`config.mk`:
```
export PLATFORM = sky130hd
export DESIGN_NAME = dmac_req_arbiter
export DESIGN_NICKNAME = d
export VERILOG_FILES = /design/src/rtl/dmac_arb_pkg.sv /design/src/rtl/dmac_req_sync.sv /design/src/rtl/dmac_req_arbiter.sv
export SDC_FILE = /design/constraint.sdc
export NUM_CORES = 1
export LEC_CHECK = 0
export BUFFER_PORTS_ARGS = -buffer_cell sky130_fd_sc_hd__buf_2
export CORE_AREA = 2 2 57 59
export DETAILED_ROUTE_END_ITERATION = 7
export DIE_AREA = 0 0 59 61
export GPL_TIMING_DRIVEN = 0
export SYNTH_ARGS = -nofsm -noshare
export SYNTH_HDL_FRONTEND = slang
export SYNTH_SLANG_ARGS = --single-unit
```
`constraint.sdc`:
```
create_clock -name clk -period 4.8 [get_ports clk]
set_input_delay 0.24 -clock clk [delete_from_list [all_inputs] [get_ports clk]]
set_output_delay 0.24 -clock clk [all_outputs]
set_load 0.02 [all_outputs]
```
`src/rtl/dmac_arb_pkg.sv`:
```
// Shared types and the winner-selection function for the DMA request arbiter.
// pick_winner works on an 8-bit vector so any channel count up to eight can use it.
package dmac_arb_pkg;

    localparam int MAX_CH = 8;

    typedef enum logic [1:0] {
        ARB_IDLE    = 2'd0,
        ARB_OFFER   = 2'd1,
        ARB_ACTIVE  = 2'd2,
        ARB_RELEASE = 2'd3
    } arb_state_t;

    // Promoted pending channels take precedence; within a pool the highest index wins.
    function automatic logic [2:0] pick_winner(input logic [MAX_CH-1:0] req,
                                               input logic [MAX_CH-1:0] promoted);
        logic [MAX_CH-1:0] pool;
        logic [2:0]        idx;
        pool = ((req & promoted) != 8'd0) ? (req & promoted) : req;
        idx  = 3'd0;
        for (int i = 0; i < MAX_CH; i++) begin
            if (pool[i]) begin
                idx = 3'(i);
            end
        end
        return idx;
    endfunction

endpackage

```
`src/rtl/dmac_req_sync.sv`:
```
// Multi-flop synchroniser bringing the asynchronous peripheral request levels
// into the clk domain; every flop clears on reset.
module dmac_req_sync #(
    parameter int N_CH        = 2,
    parameter int SYNC_STAGES = 2
) (
    input  logic            clk,
    input  logic            rst,
    input  logic [N_CH-1:0] async_in,
    output logic [N_CH-1:0] sync_out
);

    logic [N_CH-1:0] stage_r [SYNC_STAGES];

    // Shift chain: stage 0 samples the raw line, the last stage is the safe copy.
    always_ff @(posedge clk or negedge rst) begin
        if (!rst) begin
            for (int i = 0; i < SYNC_STAGES; i++) begin
                stage_r[i] <= '0;
            end
        end else begin
            stage_r[0] <= async_in;
            for (int i = 1; i < SYNC_STAGES; i++) begin
                stage_r[i] <= stage_r[i-1];
            end
        end
    end

    assign sync_out = stage_r[SYNC_STAGES-1];

endmodule

```
`src/rtl/dmac_req_arbiter.sv`:
```
// DMA request front-end: synchronises peripheral requests, picks one channel with
// anti-starvation promotion, offers it by valid/ready and holds it until done.
module dmac_req_arbiter
    import dmac_arb_pkg::*;
#(
    parameter int N_CH         = 2,
    parameter int SYNC_STAGES  = 2,
    parameter int STARVE_LIMIT = 3,
    parameter int CNT_W        = 4
) (
    input  logic                      clk,
    input  logic                      rst,
    input  logic [N_CH-1:0]           dmac_req,
    input  logic                      sel_ready,
    input  logic [N_CH-1:0]           ch_done,
    output logic                      sel_valid,
    output logic [$clog2(N_CH)-1:0]   sel_ch,
    output logic [N_CH-1:0]           sel_onehot,
    output logic [N_CH-1:0]           req_ack,
    output logic                      busy
);

    localparam int                CH_W      = $clog2(N_CH);
    localparam bit                PROMO_EN  = (STARVE_LIMIT != 0);
    localparam logic [CNT_W-1:0]  STARVE_C  = CNT_W'(STARVE_LIMIT);
    localparam logic [CNT_W-1:0]  CNT_MAX   = {CNT_W{1'b1}};
    localparam logic [N_CH-1:0]   ONE_C     = {{(N_CH-1){1'b0}}, 1'b1};

    arb_state_t        state_r, state_next_s;
    logic [N_CH-1:0]   req_s;
    logic [N_CH-1:0]   promoted_s;
    logic [2:0]        winner_idx_s;
    logic [N_CH-1:0]   win_onehot_s;
    logic [CH_W-1:0]   sel_ch_r, sel_ch_next_s;
    logic [N_CH-1:0]   sel_onehot_r, sel_onehot_next_s;
    logic              sel_valid_r, busy_r;
    logic [CNT_W-1:0]  cnt_r [N_CH];
    logic [CNT_W-1:0]  cnt_next_s [N_CH];
    logic [N_CH-1:0]   req_ack_s;

    dmac_req_sync #(
        .N_CH        (N_CH),
        .SYNC_STAGES (SYNC_STAGES)
    ) u_sync (
        .clk      (clk),
        .rst      (rst),
        .async_in (dmac_req),
        .sync_out (req_s)
    );

    // A channel is promoted once it has lost STARVE_LIMIT arbitrations in a row.
    always_comb begin
        promoted_s = '0;
        for (int i = 0; i < N_CH; i++) begin
            if (PROMO_EN && (cnt_r[i] >= STARVE_C)) begin
                promoted_s[i] = 1'b1;
            end else begin
                promoted_s[i] = 1'b0;
            end
        end
        winner_idx_s = pick_winner(8'(req_s), 8'(promoted_s));
        win_onehot_s = ONE_C << winner_idx_s;
    end

    // Next-state, next-selection and starvation-counter update.
    always_comb begin
        state_next_s      = state_r;
        sel_ch_next_s     = sel_ch_r;
        sel_onehot_next_s = sel_onehot_r;
        for (int i = 0; i < N_CH; i++) begin
            cnt_next_s[i] = cnt_r[i];
        end

        case (state_r)
            ARB_IDLE: begin
                sel_onehot_next_s = '0;
                if (req_s != '0) begin
                    state_next_s      = ARB_OFFER;
                    sel_ch_next_s     = winner_idx_s[CH_W-1:0];
                    sel_onehot_next_s = win_onehot_s;
                    for (int i = 0; i < N_CH; i++) begin
                        if (win_onehot_s[i]) begin
                            cnt_next_s[i] = '0;
                        end else if (req_s[i] && (cnt_r[i] != CNT_MAX)) begin
                            cnt_next_s[i] = cnt_r[i] + CNT_W'(1);
                        end else begin
                            cnt_next_s[i] = cnt_r[i];
                        end
                    end
                end else begin
                    state_next_s = ARB_IDLE;
                end
            end
            ARB_OFFER: begin
                // Acceptance outranks a withdrawal seen in the same cycle.
                if (sel_ready) begin
                    state_next_s = ARB_ACTIVE;
                end else if (!req_s[sel_ch_r]) begin
                    state_next_s      = ARB_IDLE;
                    sel_onehot_next_s = '0;
                end else begin
                    state_next_s = ARB_OFFER;
                end
            end
            ARB_ACTIVE: begin
                if (ch_done[sel_ch_r]) begin
                    state_next_s      = ARB_RELEASE;
                    sel_onehot_next_s = '0;
                end else begin
                    state_next_s = ARB_ACTIVE;
                end
            end
            ARB_RELEASE: begin
                state_next_s      = ARB_IDLE;
                sel_onehot_next_s = '0;
            end
            default: begin
                state_next_s      = ARB_IDLE;
                sel_onehot_next_s = '0;
            end
        endcase
    end

    // State, registered outputs and counters; outputs track the next state so they are flop-driven.
    always_ff @(posedge clk or negedge rst) begin
        if (!rst) begin
            state_r      <= ARB_IDLE;
            sel_ch_r     <= '0;
            sel_onehot_r <= '0;
            sel_valid_r  <= 1'b0;
            busy_r       <= 1'b0;
            for (int i = 0; i < N_CH; i++) begin
                cnt_r[i] <= '0;
            end
        end else begin
            state_r      <= state_next_s;
            sel_ch_r     <= sel_ch_next_s;
            sel_onehot_r <= sel_onehot_next_s;
            sel_valid_r  <= (state_next_s == ARB_OFFER);
            busy_r       <= (state_next_s != ARB_IDLE);
            for (int i = 0; i < N_CH; i++) begin
                cnt_r[i] <= cnt_next_s[i];
            end
        end
    end

    // Acknowledge is a same-cycle decode of the accepted offer.
    always_comb begin
        req_ack_s = '0;
        if ((state_r == ARB_OFFER) && sel_ready) begin
            req_ack_s = sel_onehot_r;
        end else begin
            req_ack_s = '0;
        end
    end

    assign sel_valid  = sel_valid_r;
    assign sel_ch     = sel_ch_r;
    assign sel_onehot = sel_onehot_r;
    assign busy       = busy_r;
    assign req_ack    = req_ack_s;

endmodule

```
# --- Word level (Yosys, flattened, before mapping) ---
# Cells that the tools add are included.
op_classes:
  n_addsub: 2
  magnitude_cmp: 3
  eq_ne: 9
  n_shift: 1
  mux: 29
  bitwise_logic: 1
  n_reduce_logical: 13
op_table:
  columns: ["op", "n"]
  rows:
  - ["$mux W2", 8]
  - ["$mux W4", 4]
  - ["$pmux W2 S4", 2]
  - ["$mux W3", 5]
  - ["$mux W1", 10]
  - ["$reduce_and A3 Y1", 3]
  - ["$add A4 B1 Y4 const B", 2]
  - ["$ge A4 B2 Y1 const B", 2]
  - ["$ne A4 B4 Y1 const B", 2]
  - ["$reduce_bool A2 Y1", 4]
  - ["$reduce_bool A8 Y1", 1]
  - ["$ne A2 B2 Y1 const B", 3]
  - ["$eq A2 B1 Y1 const B", 2]
  - ["$eq A2 B2 Y1 const B", 2]
  - ["$logic_and A1 B1 Y1", 3]
  - ["$shl A1 B3 Y2 const A", 1]
  - ["$and A2 B2 Y2", 1]
  - ["$logic_not A2 Y1", 1]
  - ["$lt A1 B2 Y1 const B", 1]
  - ["$reduce_and A2 Y1", 1]
word_totals:
  ff_bits: 19
  input_bits: 7
  output_inout_bits: 7

# --- Depth between registers and ports, before layout ---
# Gate-level depths: netlist (run 1).
depth:
  depth_word: 15
  ltp_mapped: 5
  depth_no_buf: 5

# --- Cells and area by module ---
# A second synthesis (run 1) with hierarchy kept.
unflattened:
  cells_unflattened: 78
  hier_area_um2: 889.6
modules_own_cells:
  columns: ["module", "n_inst", "cells_each", "area_per_inst_um2", "seq_area_each_um2"]
  rows:
  - ["dmac_req_arbiter", 1, 72, 774.5, 375.4]
  - ["dmac_req_sync", 1, 6, 115.1, 100.1]

# --- Least setup slack after synthesis (run 1) ---
# OpenSTA, ideal clock, no wires.
synth_path:
  path_kind: "register to register"
  from: "reg cnt_r[0] (netlist bit)"
  to: "reg cnt_r[4] (netlist bit)"
  t_arrival_ps: 1596
  required_ps: 4675
  slack_ps: 3079
  path_stages_with_launch: 6
  path_buffers: 0
  cell_sequence: "dfrtp_1 -> ha_1 -> or4b_4 -> o211ai_1 -> nor2_1 -> mux2_4"
synth_via:
  elab_chain_cells: 15
synth_rtl:
  columns: ["element", "line", "text"]
  rows:
  - ["start: declaration", "dmac_req_arbiter.sv:37", "logic [CNT_W-1:0] cnt_r [N_CH];"]
  - ["start signal: indexed assignment", "dmac_req_arbiter.sv:142", "cnt_r[i] <= cnt_next_s[i];"]
  - ["$ge A4 B2 Y1 (*)", "dmac_req_arbiter.sv:55", "if (PROMO_EN && (cnt_r[i] >= STARVE_C)) begin"]
  - ["$mux W1 (*)", "dmac_req_arbiter.sv:55", null]
  - ["$and A2 B2 Y2 (*)", "dmac_arb_pkg.sv:19", "pool = ((req & promoted) != 8'd0) ? (req & promoted) : req;"]
  - ["$reduce_bool A8 Y1", "dmac_arb_pkg.sv:19", null]
  - ["$mux W2 (*)", "dmac_arb_pkg.sv:19", null]
  - ["$mux W1 (*)", "dmac_arb_pkg.sv:22", "if (pool[i]) begin"]
  - ["$mux W2 (*)", "dmac_arb_pkg.sv:22", null]
  - ["$mux W3 (*) (5 in a row)", "dmac_arb_pkg.sv:22", null]
  - ["$shl A1 B3 Y2 (*)", "dmac_req_arbiter.sv:62", "win_onehot_s = ONE_C << winner_idx_s;"]
  - ["$reduce_bool A2 Y1 (no source line)", null, null]
  - ["$reduce_and A3 Y1 (no source line)", null, null]
# Every way passes the cells marked *; elsewhere a longest branch is shown, timed or not.
# A chain may end at the register's enable or synchronous reset.

# --- Worst setup path in the final report (run 1) ---
# Ends and elaborated chain as after synthesis.

==> results of run 1 <==
==> critical path, cell delays in order, from the launching register on <==
cell and delay (ns):
dfrtp_1 0.41, ha_1 0.20, or4b_4 0.51, o211ai_1 0.26
nor2_1 0.09, mux2_4 0.27
==> cell usage in the layout, fill, tap and decap left out, types with 2 or more instances in the layout <==
master,synthesis,routed
clkbuf_4,0,3
nor2b_1,3,3
buf_2,0,13
nand4_1,2,2
ha_1,2,2
nor3_1,3,3
o21ai_1,2,2
o21a_1,2,2
and2_1,4,4
nand2_1,7,7
dfrtp_1,19,19
a22o_1,2,2
nor2_1,2,2
a21oi_1,2,2
nand3_1,2,2
==> state kept, by name, indices dropped and copies added (netlist names) <==
| signal | flops |
|---|---|
| sel_valid | 1 |
| cnt_r | 8 |
| u_sync.sync_out | 2 |
| sel_ch | 1 |
| busy | 1 |
| u_sync.stage_r | 2 |
| sel_onehot | 2 |
| state_r | 2 |
==> through the flow <==
stage	total power, W	instance area (um2)
finish	0.000495	988
global route	0.000535	988
CTS	0.000502	988
detailed placement	0.000421	952
global placement	0.000418	952
floorplan	0.000367	846
==> per-layer routing <==
layer | up-vias | GRT usage | share of wire
met5 | - | 0 | 0
met4 | 0 | 0.0195 | 0
met3 | 0 | 0.0448 | 0.048
met2 | 11 | 0.156 | 0.44
met1 | 286 | 0.114 | 0.51
li1 | 301 | - | -
==> logic make-up after synthesis <==
kind of cell | share of synthesized area
AO/OA/AOI/OAI | 0.164
adder cells (fa/ha/maj) | 0.0296
AND/OR/NAND/NOR | 0.200
multiplexers | 0.0296
buffers and inverters | 0.00443
flip-flops | 0.562
XOR/XNOR | 0.0104
==> final cells by class <==
| class | instances | area share |
|---|---|---|
| multi-input cells | 53 | 0.371 |
| flip-flops and latches | 19 | 0.481 |
| well taps | 33 | 0.0418 |
| repair buffers | 14 | 0.0759 |
| clock buffers | 4 | 0.0266 |
| inverters | 1 | 0.00380 |
==> how the worst min path moves through the flow <==
stage	startpoint	to	slack, ns	cells past startpoint
6_report	dmac_req[1]	u_sync.stage_r[3]$_DFF_PN0_	0.06	1
5_1_grt	dmac_req[1]	u_sync.stage_r[3]$_DFF_PN0_	0.02	1
4_1_cts	dmac_req[1]	u_sync.stage_r[3]$_DFF_PN0_	0.04	1
3_5_place_dp	rst	cnt_r[2]$_DFFE_PN0P_	0.20	1
3_3_place_gp	rst	u_sync.stage_r[3]$_DFF_PN0_	0.20	1
2_1_floorplan	rst	busy$_DFF_PN0_	-0.06	0
==> power breakdown <==
part	internal [W]	switching (W)	total, W
Combinational	0.0000772	0.000104	0.000181
Sequential	0.000200	0.0000355	0.000236
Clock	0.0000323	0.0000455	0.0000778
==> flow_summary.json, run 1 <==
{
  "worstPathMaxFanout": 3,
  "synthArstFlopShare": 1.00,
  "rows": 20,
  "cap_viol_max_count": 0,
  "finalWorstSetupSlack_ns": 2.96,
  "synth_seq_cells": 19,
  "cts-root-buf": "clkbuf_4",
  "die_w_um": 59,
  "synth_common_cells": "dfrtp_1 (19), nand2_1 (7), and2_1 (4), nor2b_1 (3), nor3_1 (3)",
  "drive_above_1_share": 0.231,
  "postCtsHoldBufs": 1,
  "finalCriticalPeriod_ns": 1.84,
  "setup_viol": 0,
  "nFillCells": 314,
  "grt_antenna_before_repair": 0,
  "final_util": 0.335,
  "initial_core_util": 0.286,
  "rr_worst_depth": 5,
  "setup.worst_path.start": "cnt_r[0]$_DFFE_PN0P_",
  "drv_slew": 0,
  "vias_per_cell": 4.82,
  "clk_pin_slew_ns": 0.09,
  "vdd_drop_max_mv": 0.209,
  "diodes": 0,
  "netlist_top_cells_area": "dfrtp_1 (56%), nand2_1 (3.1%), and2_1 (3.0%), ha_1 (3.0%), nor2b_1 (2.2%)",
  "end_kind": "register",
  "yosys.area.top_type": "dfrtp_1",
  "drtIter0Drc": 6,
  "portBuffers": 13,
  "seqCellArea_um2": 475,
  "dpl.hpwl_mm": 1.07,
  "synth-seq-area-share": 0.562,
  "fmax_mhz": 543,
  "final_antenna_net_count": 0,
  "cts_sinks": 19,
  "wl_per_cell_um": 11.5,
  "num_io_pins": 14,
  "synth_edf_count": 0,
  "arrival_ns": 2.02,
  "p_per_area_nw_per_um2": 500,
  "avgSynthCellArea_um2": 11.6,
  "dp_slack_ns": 2.97,
  "routed_wl_mm": 1.43,
  "hold_class": "in2reg",
  "fin_setup_tns_ns": 0,
  "synth_top_flop_cell": "dfrtp_1",
  "core-area_um2": 2950,
  "fp.dieH_um": 61,
  "ys_warn_count": 0,
  "synth_area_um2": 846,
  "ctsLongestPathBuffers": 2,
  "reg2reg_to": "cnt_r[4]$_DFFE_PN0P_",
  "slew-limit-headroom": 0.673,
  "grt_pass1_vias": 588,
  "start_kind": "register",
  "worst-setup-path-type": "reg2reg",
  "htree_levels": 1,
  "synth_nets": 82,
  "worstMarginPinSlew_ns": 0.487,
  "clock_skew_ns": 0.00956,
  "fin_cells": 124,
  "p_leak_nw": 0.479,
  "insertion_delay_ns": 0.29,
  "final_nets": 101,
  "ys_types": 34,
  "fin_crit_sh": 0.383,
  "grt_overflow": 0,
  "dp.cells": 119,
  "yosys.area.top_type_share": 0.562,
  "status": "completed",
  "area_growth_pct": 16.9,
  "gp_congestion": 0.788,
  "track_usage": 0.0945,
  "grt_max_degree": 20,
  "cts_setup_buffers": 0,
  "grt_pass1_wl_mm": 2.50,
  "drt_pre_antenna_iters": 4,
  "critical_path_required_ns": 4.98,
  "multi_input_area_um2": 367,
  "synth.most_common_cell": "dfrtp_1",
  "drc": 0,
  "reg2reg_slack_ns": 2.96,
  "cp-endpoint": "cnt_r[4]$_DFFE_PN0P_",
  "num_vias": 598,
  "syn_inst": 73,
  "whs_ns": 0.0564,
  "design.die.area_um2": 3600,
  "cts_inserted_buffers": 3,
  "final-hold-violation-count": 0,
  "r2r_start": "cnt_r[0]$_DFFE_PN0P_",
  "cts_tree": "built",
  "cts-resized-gates": 0,
  "rsz0062_at_grt": "false"
}
Power figures use the tool's default switching activity.
==> run 2: changes to the inputs <==
==> constraint.sdc (replaced) <==
create_clock -name clk -period 1.8 [get_ports clk]
set_input_delay 0.09 -clock clk [delete_from_list [all_inputs] [get_ports clk]]
set_output_delay 0.09 -clock clk [all_outputs]
set_load 0.02 [all_outputs]
==> run 2 against run 1 <==
- routed wire length increased by 3.4%
- clock skew about the same
- combinational power increased to 2.8 times the previous value
- count of clock-buffer cells in the layout unchanged
- register-to-register slack got worse by 2.9 ns
- final cell count increased by 3.2%
- via count increased by 1.8%
- critical path type unchanged
- critical endpoint unchanged
- highest routed layer unchanged
==> flow_summary.json, run 2 (synthesized netlist as in run 1, its figures left out) <==
{
  "status": "completed",
  "area_growth_pct": 22.5,
  "vias_per_cell": 4.76,
  "p_per_area_nw_per_um2": 1300,
  "grt_max_degree": 20,
  "finalWorstSetupSlack_ns": 0.0282,
  "rr_worst_depth": 5,
  "wl_per_cell_um": 11.6,
  "min_from": "ch_done[0]",
  "fin_crit_sh": 0.984,
  "final_nets": 105,
  "p_sw_w": 0.000504,
  "drv_slew": 0,
  "hold_class": "in2reg",
  "cts_sinks": 19,
  "end_kind": "register",
  "drive_above_1_share": 0.274,
  "slew-limit-headroom": 0.722,
  "die_w_um": 59,
  "clk_pin_slew_ns": 0.10,
  "num_vias": 609,
  "p_int_w": 0.000848,
  "dp_slack_ns": -0.0299,
  "ctsLongestPathBuffers": 2,
  "p_seq_frac": 0.466,
  "reg2reg_slack_ns": 0.03,
  "dpl.hpwl_mm": 1.07,
  "top_register": "cnt_r",
  "sw_frac_of_total": 0.373,
  "reg2reg_to": "cnt_r[4]$_DFFE_PN0P_",
  "rsz0062_at_grt": "true",
  "worstMarginPinSlew_ns": 0.417,
  "grt_overflow": 0,
  "diodes": 0,
  "grt_pass1_vias": 616,
  "drt_pre_antenna_iters": 2,
  "drc": 0,
  "design.die.area_um2": 3600,
  "path_delay_family": "simple AND/OR/NAND/NOR gates",
  "fp.dieH_um": 61,
  "worstHoldEndpoint": "state_r[0]$_DFF_PN0_",
  "cp_slowest_cell": "or4b_4",
  "critical_path_required_ns": 1.98,
  "cts_inserted_buffers": 3,
  "seqCellArea_um2": 475,
  "final_antenna_net_count": 0,
  "clkPwrFrac": 0.154,
  "finalCriticalPeriod_ns": 1.77,
  "fin_setup_tns_ns": 0,
  "drtIter0Drc": 4,
  "fmax_mhz": 564,
  "p_leak_nw": 0.496,
  "track_usage": 0.0976,
  "cts-root-buf": "clkbuf_4",
  "gp_congestion": 0.788,
  "rows": 20,
  "initial_core_util": 0.286,
  "grt_antenna_before_repair": 0,
  "r2r_start": "cnt_r[0]$_DFFE_PN0P_",
  "vdd_drop_max_mv": 0.579,
  "final_cell_mix": "dfrtp_1 (19), buf_2 (13), nand2_1 (7)",
  "path_buf_inv": 0,
  "final_common_cell": "dfrtp_1",
  "setup_viol": 0,
  "multi_input_area_um2": 379,
  "htree_levels": 1,
  "arrival_ns": 1.95,
  "worst-setup-path-type": "reg2reg",
  "comb_power_share": 0.381,
  "path_cells": "ha_2 -> or4b_4 -> o211ai_1 -> nor2_1 -> mux2_4",
  "final-hold-violation-count": 0,
  "clock_skew_ns": 0.00922,
  "start_kind": "register",
  "num_io_pins": 14,
  "insertion_delay_ns": 0.29,
  "whs_ns": 0.113,
  "routed_wl_mm": 1.48,
  "cpPeakStageDelay_ns": 0.50,
  "core-area_um2": 2950,
  "min_path_cells": 3,
  "cts_tree": "built",
  "nFillCells": 312,
  "cap_viol_max_count": 0,
  "worstPathMaxFanout": 3,
  "largest_register_ffs": 8,
  "portBuffers": 13,
  "grt_pass1_wl_mm": 2.60
}
## run 2: cell count changes in the layout (fill, tap and decap cells not counted)
cell           delta
dlygate4sd3_1     +2
ha_2              +1
ha_1              -1
nor3_2            +2
buf_4             +2
nor3_1            -2
## run 2: worst max path at each step
stage / startpoint / endpoint / slack, ns / depth (start not counted)
after floorplan: cnt_r[0]$_DFFE_PN0P_ / cnt_r[4]$_DFFE_PN0P_ / 0.08 / 5
after detailed placement: cnt_r[0]$_DFFE_PN0P_ / cnt_r[4]$_DFFE_PN0P_ / -0.03 / 5
after global placement: cnt_r[0]$_DFFE_PN0P_ / cnt_r[4]$_DFFE_PN0P_ / -0.04 / 5
after global routing: cnt_r[0]$_DFFE_PN0P_ / cnt_r[4]$_DFFE_PN0P_ / -0.06 / 5
final: cnt_r[0]$_DFFE_PN0P_ / cnt_r[4]$_DFFE_PN0P_ / 0.03 / 5
after CTS: cnt_r[0]$_DFFE_PN0P_ / cnt_r[4]$_DFFE_PN0P_ / 0.004 / 5
## run 2: timing repair
action	CTS	global route
hold buffers	3	0
setup endpoints to repair	2	5
buffers inserted	2	0
resized for setup	0	3
pin swaps	1	2
endpoints found under the hold margin	21	0
## run 2: cell type report
class	count	area share
clock buffers	4	0.0254
inverters	1	0.00362
multi-input cells	53	0.366
flip-flops and latches	19	0.459
well taps	33	0.0399
repair buffers	18	0.106
## run 2: metal layers
| layer | part of all wire | GRT usage |
|---|---|---|
| met1 | 0.49 | 0.118 |
| met2 | 0.46 | 0.162 |
| met3 | 0.043 | 0.0448 |
| met4 | 0 | 0.0195 |
| met5 | 0 | 0 |
## run 2: stage by stage
step	std cells	instance area [um2]	utilization	total power, W
after floorplan	73	846	-	0.000978
after global placement	119	952	0.322	0.00112
after detailed placement	119	952	0.322	0.00112
after CTS	128	1020	0.347	0.00136
after global routing	128	1040	0.351	0.00146
final	128	1040	0.351	0.00135
## run 2: worst register-to-register path: stages, from the launching register on
cell and delay [ns]:
dfrtp_1 0.39, ha_2 0.18, or4b_4 0.50, o211ai_1 0.24
nor2_1 0.09, mux2_4 0.27
## run 2: power groups by stage
stage	combinational, W	clock [W]	sequential, W
floorplan	0.000289	0	0.000688
global placement	0.000481	0	0.000635
detailed placement	0.000483	0	0.000639
CTS	0.000511	0.000219	0.000629
global route	0.000571	0.000246	0.000646
finish	0.000514	0.000208	0.000629
==> run 3: changes to the inputs <==
--- a/config.mk
+++ b/config.mk
@@ -6,10 +6,14 @@
 export NUM_CORES = 1
 export LEC_CHECK = 0
 export BUFFER_PORTS_ARGS = -buffer_cell sky130_fd_sc_hd__buf_2
+export CELL_PAD_IN_SITES_DETAIL_PLACEMENT = 1
+export CELL_PAD_IN_SITES_GLOBAL_PLACEMENT = 1
 export CORE_AREA = 2 2 57 59
 export DETAILED_ROUTE_END_ITERATION = 7
 export DIE_AREA = 0 0 59 61
 export GPL_TIMING_DRIVEN = 0
+export PLACE_DENSITY_LB_ADDON = 0.1
+export REMOVE_ABC_BUFFERS = 1
 export SYNTH_ARGS = -nofsm -noshare
 export SYNTH_HDL_FRONTEND = slang
 export SYNTH_SLANG_ARGS = --single-unit
==> run 3 against run 2 <==
- first-iteration DRC count up 75%
- critical path depth is the same
- sequential share of layout area up 0.39 points
- worst setup slack worse by 0.0049 ns
- clock skew decreased by 0.0030 ns
- largest power group unchanged
==> flow_summary.json, run 3 (synthesized netlist as in run 1, its figures left out) <==
{
  "worstPathMaxFanout": 3,
  "clock_skew_ns": 0.00621,
  "final_antenna_net_count": 0,
  "drtIter0Drc": 7,
  "grt_antenna_before_repair": 0,
  "core-area_um2": 2950,
  "status": "completed",
  "comb_power_share": 0.375,
  "dp.cells": 119,
  "grt_overflow": 0,
  "routed_wl_mm": 1.75,
  "p_leak_nw": 0.494,
  "insertion_delay_ns": 0.30,
  "stdcell_area_um2": 1030,
  "reg2reg_to": "cnt_r[4]$_DFFE_PN0P_",
  "final-hold-violation-count": 0,
  "design.die.area_um2": 3600,
  "rsz0062_at_grt": "true",
  "gp_congestion": 0.728,
  "worst-setup-path-type": "reg2reg",
  "worstMarginPinSlew_ns": 0.432,
  "wl_per_cell_um": 13.8,
  "diodes": 0,
  "clk_pin_slew_ns": 0.11,
  "top_register": "cnt_r",
  "cts_tree": "built",
  "cpPeakStageDelay_ns": 0.51,
  "final_cell_mix": "dfrtp_1 (19), buf_2 (13), nand2_1 (6)",
  "rows": 20,
  "hold_class": "in2reg",
  "end_kind": "register",
  "reg2reg_slack_ns": 0.02,
  "fmax_mhz": 563,
  "portBuffers": 13,
  "p_sw_w": 0.000523,
  "cp_slowest_cell": "or4b_4",
  "vdd_drop_max_mv": 0.290,
  "fin_cells": 127,
  "final_common_cell": "dfrtp_1",
  "r2r_start": "cnt_r[0]$_DFFE_PN0P_",
  "grt_max_degree": 20,
  "track_usage": 0.117,
  "cts_inserted_buffers": 3,
  "final_nets": 104,
  "grt_pass1_wl_mm": 3.02,
  "arrival_ns": 1.97,
  "num_vias": 619,
  "setup.worst_path.start": "cnt_r[0]$_DFFE_PN0P_",
  "ctsLongestPathBuffers": 2,
  "cp.depth": 5,
  "largest_register_ffs": 8,
  "place_area_um2": 952,
  "drt_pre_antenna_iters": 2,
  "path_cells": "ha_2 -> or4b_4 -> o211ai_1 -> nor2_1 -> mux2_4",
  "num_io_pins": 14,
  "cap_viol_max_count": 0,
  "start_kind": "register",
  "p_per_area_nw_per_um2": 1320,
  "cts-root-buf": "clkbuf_4",
  "rr_worst_depth": 5,
  "cts_sinks": 19,
  "p_seq_frac": 0.466,
  "p_int_w": 0.000835,
  "drv_slew": 0,
  "area_growth_pct": 21.5,
  "fin_setup_tns_ns": 0,
  "path_delay_family": "simple AND/OR/NAND/NOR gates",
  "drive_above_1_share": 0.277,
  "sw_frac_of_total": 0.385,
  "cp-endpoint": "cnt_r[4]$_DFFE_PN0P_",
  "dpl.hpwl_mm": 1.29,
  "fin_crit_sh": 0.987,
  "die_w_um": 59,
  "clkPwrFrac": 0.160,
  "htree_levels": 1,
  "path_buf_inv": 0,
  "initial_core_util": 0.286,
  "setup_viol": 0,
  "slew-limit-headroom": 0.712,
  "finalCriticalPeriod_ns": 1.78,
  "grt_pass1_vias": 645,
  "fp.dieH_um": 61,
  "critical_path_required_ns": 2.00,
  "vias_per_cell": 4.87,
  "drc": 0
}
[run 3: stage by stage]
step	hold slack (ns)	power, W	utilization	worst slack (ns)
after floorplan	-0.206	0.000978	-	0.0792
after global placement	0.0537	0.00113	0.322	-0.0442
after detailed placement	0.0600	0.00115	0.322	-0.0631
after CTS	0.120	0.00138	0.345	-0.0268
after global routing	0.146	0.00148	0.348	-0.0877
final	0.134	0.00136	0.348	0.0233
[run 3: metal layers]
layer / global-route usage / vias up / part of all wire
li1: - / 303 / -
met2: 0.186 / 15 / 0.45
met5: 0 / - / 0
met3: 0.0192 / 2 / 0.041
met4: 0.0682 / 0 / 0.0086
met1: 0.151 / 299 / 0.50
[run 3: worst min-delay path by stage]
stage / from / end / slack (ns) / cells past startpoint
global placement: rst / state_r[1]$_DFF_PN0_ / 0.05 / 1
detailed placement: rst / busy$_DFF_PN0_ / 0.06 / 1
finish: ch_done[0] / state_r[0]$_DFF_PN0_ / 0.13 / 3
global route: ch_done[0] / state_r[0]$_DFF_PN0_ / 0.15 / 3
floorplan: rst / busy$_DFF_PN0_ / -0.21 / 0
CTS: ch_done[0] / state_r[0]$_DFF_PN0_ / 0.12 / 3
[run 3: cell type report]
cell class,count,area (um2)
clock inverter,1,5.00
clock buffer,3,22.5
inverter,1,3.75
multi-input combinational,53,377
sequential,19,475
tap,33,41.3
timing repair buffer,17,103
fill,346,1930
[run 3: timing repair]
| action | CTS | global route |
|---|---|---|
| hold endpoints to repair | 21 | 0 |
| cloned | 0 | 0 |
| setup buffers | 1 | 0 |
| pin swaps | 1 | 2 |
| hold buffers | 3 | 0 |
| setup endpoints to repair | 2 | 3 |
| resized for setup | 1 | 2 |
[run 3: worst reg2reg max path, stage by stage (launching register included)]
cell      delay (ns)
dfrtp_1         0.40
ha_2            0.18
or4b_4          0.51
o211ai_1        0.24
nor2_1          0.09
mux2_4          0.27
[run 3: power groups by stage]
stage	registers [W]	clock network (W)	logic [W]
final	0.000632	0.000217	0.000509
after CTS	0.000634	0.000233	0.000516
after detailed placement	0.000644	0	0.000501
after global routing	0.000654	0.000253	0.000575
after global placement	0.000640	0	0.000491
after floorplan	0.000688	0	0.000289
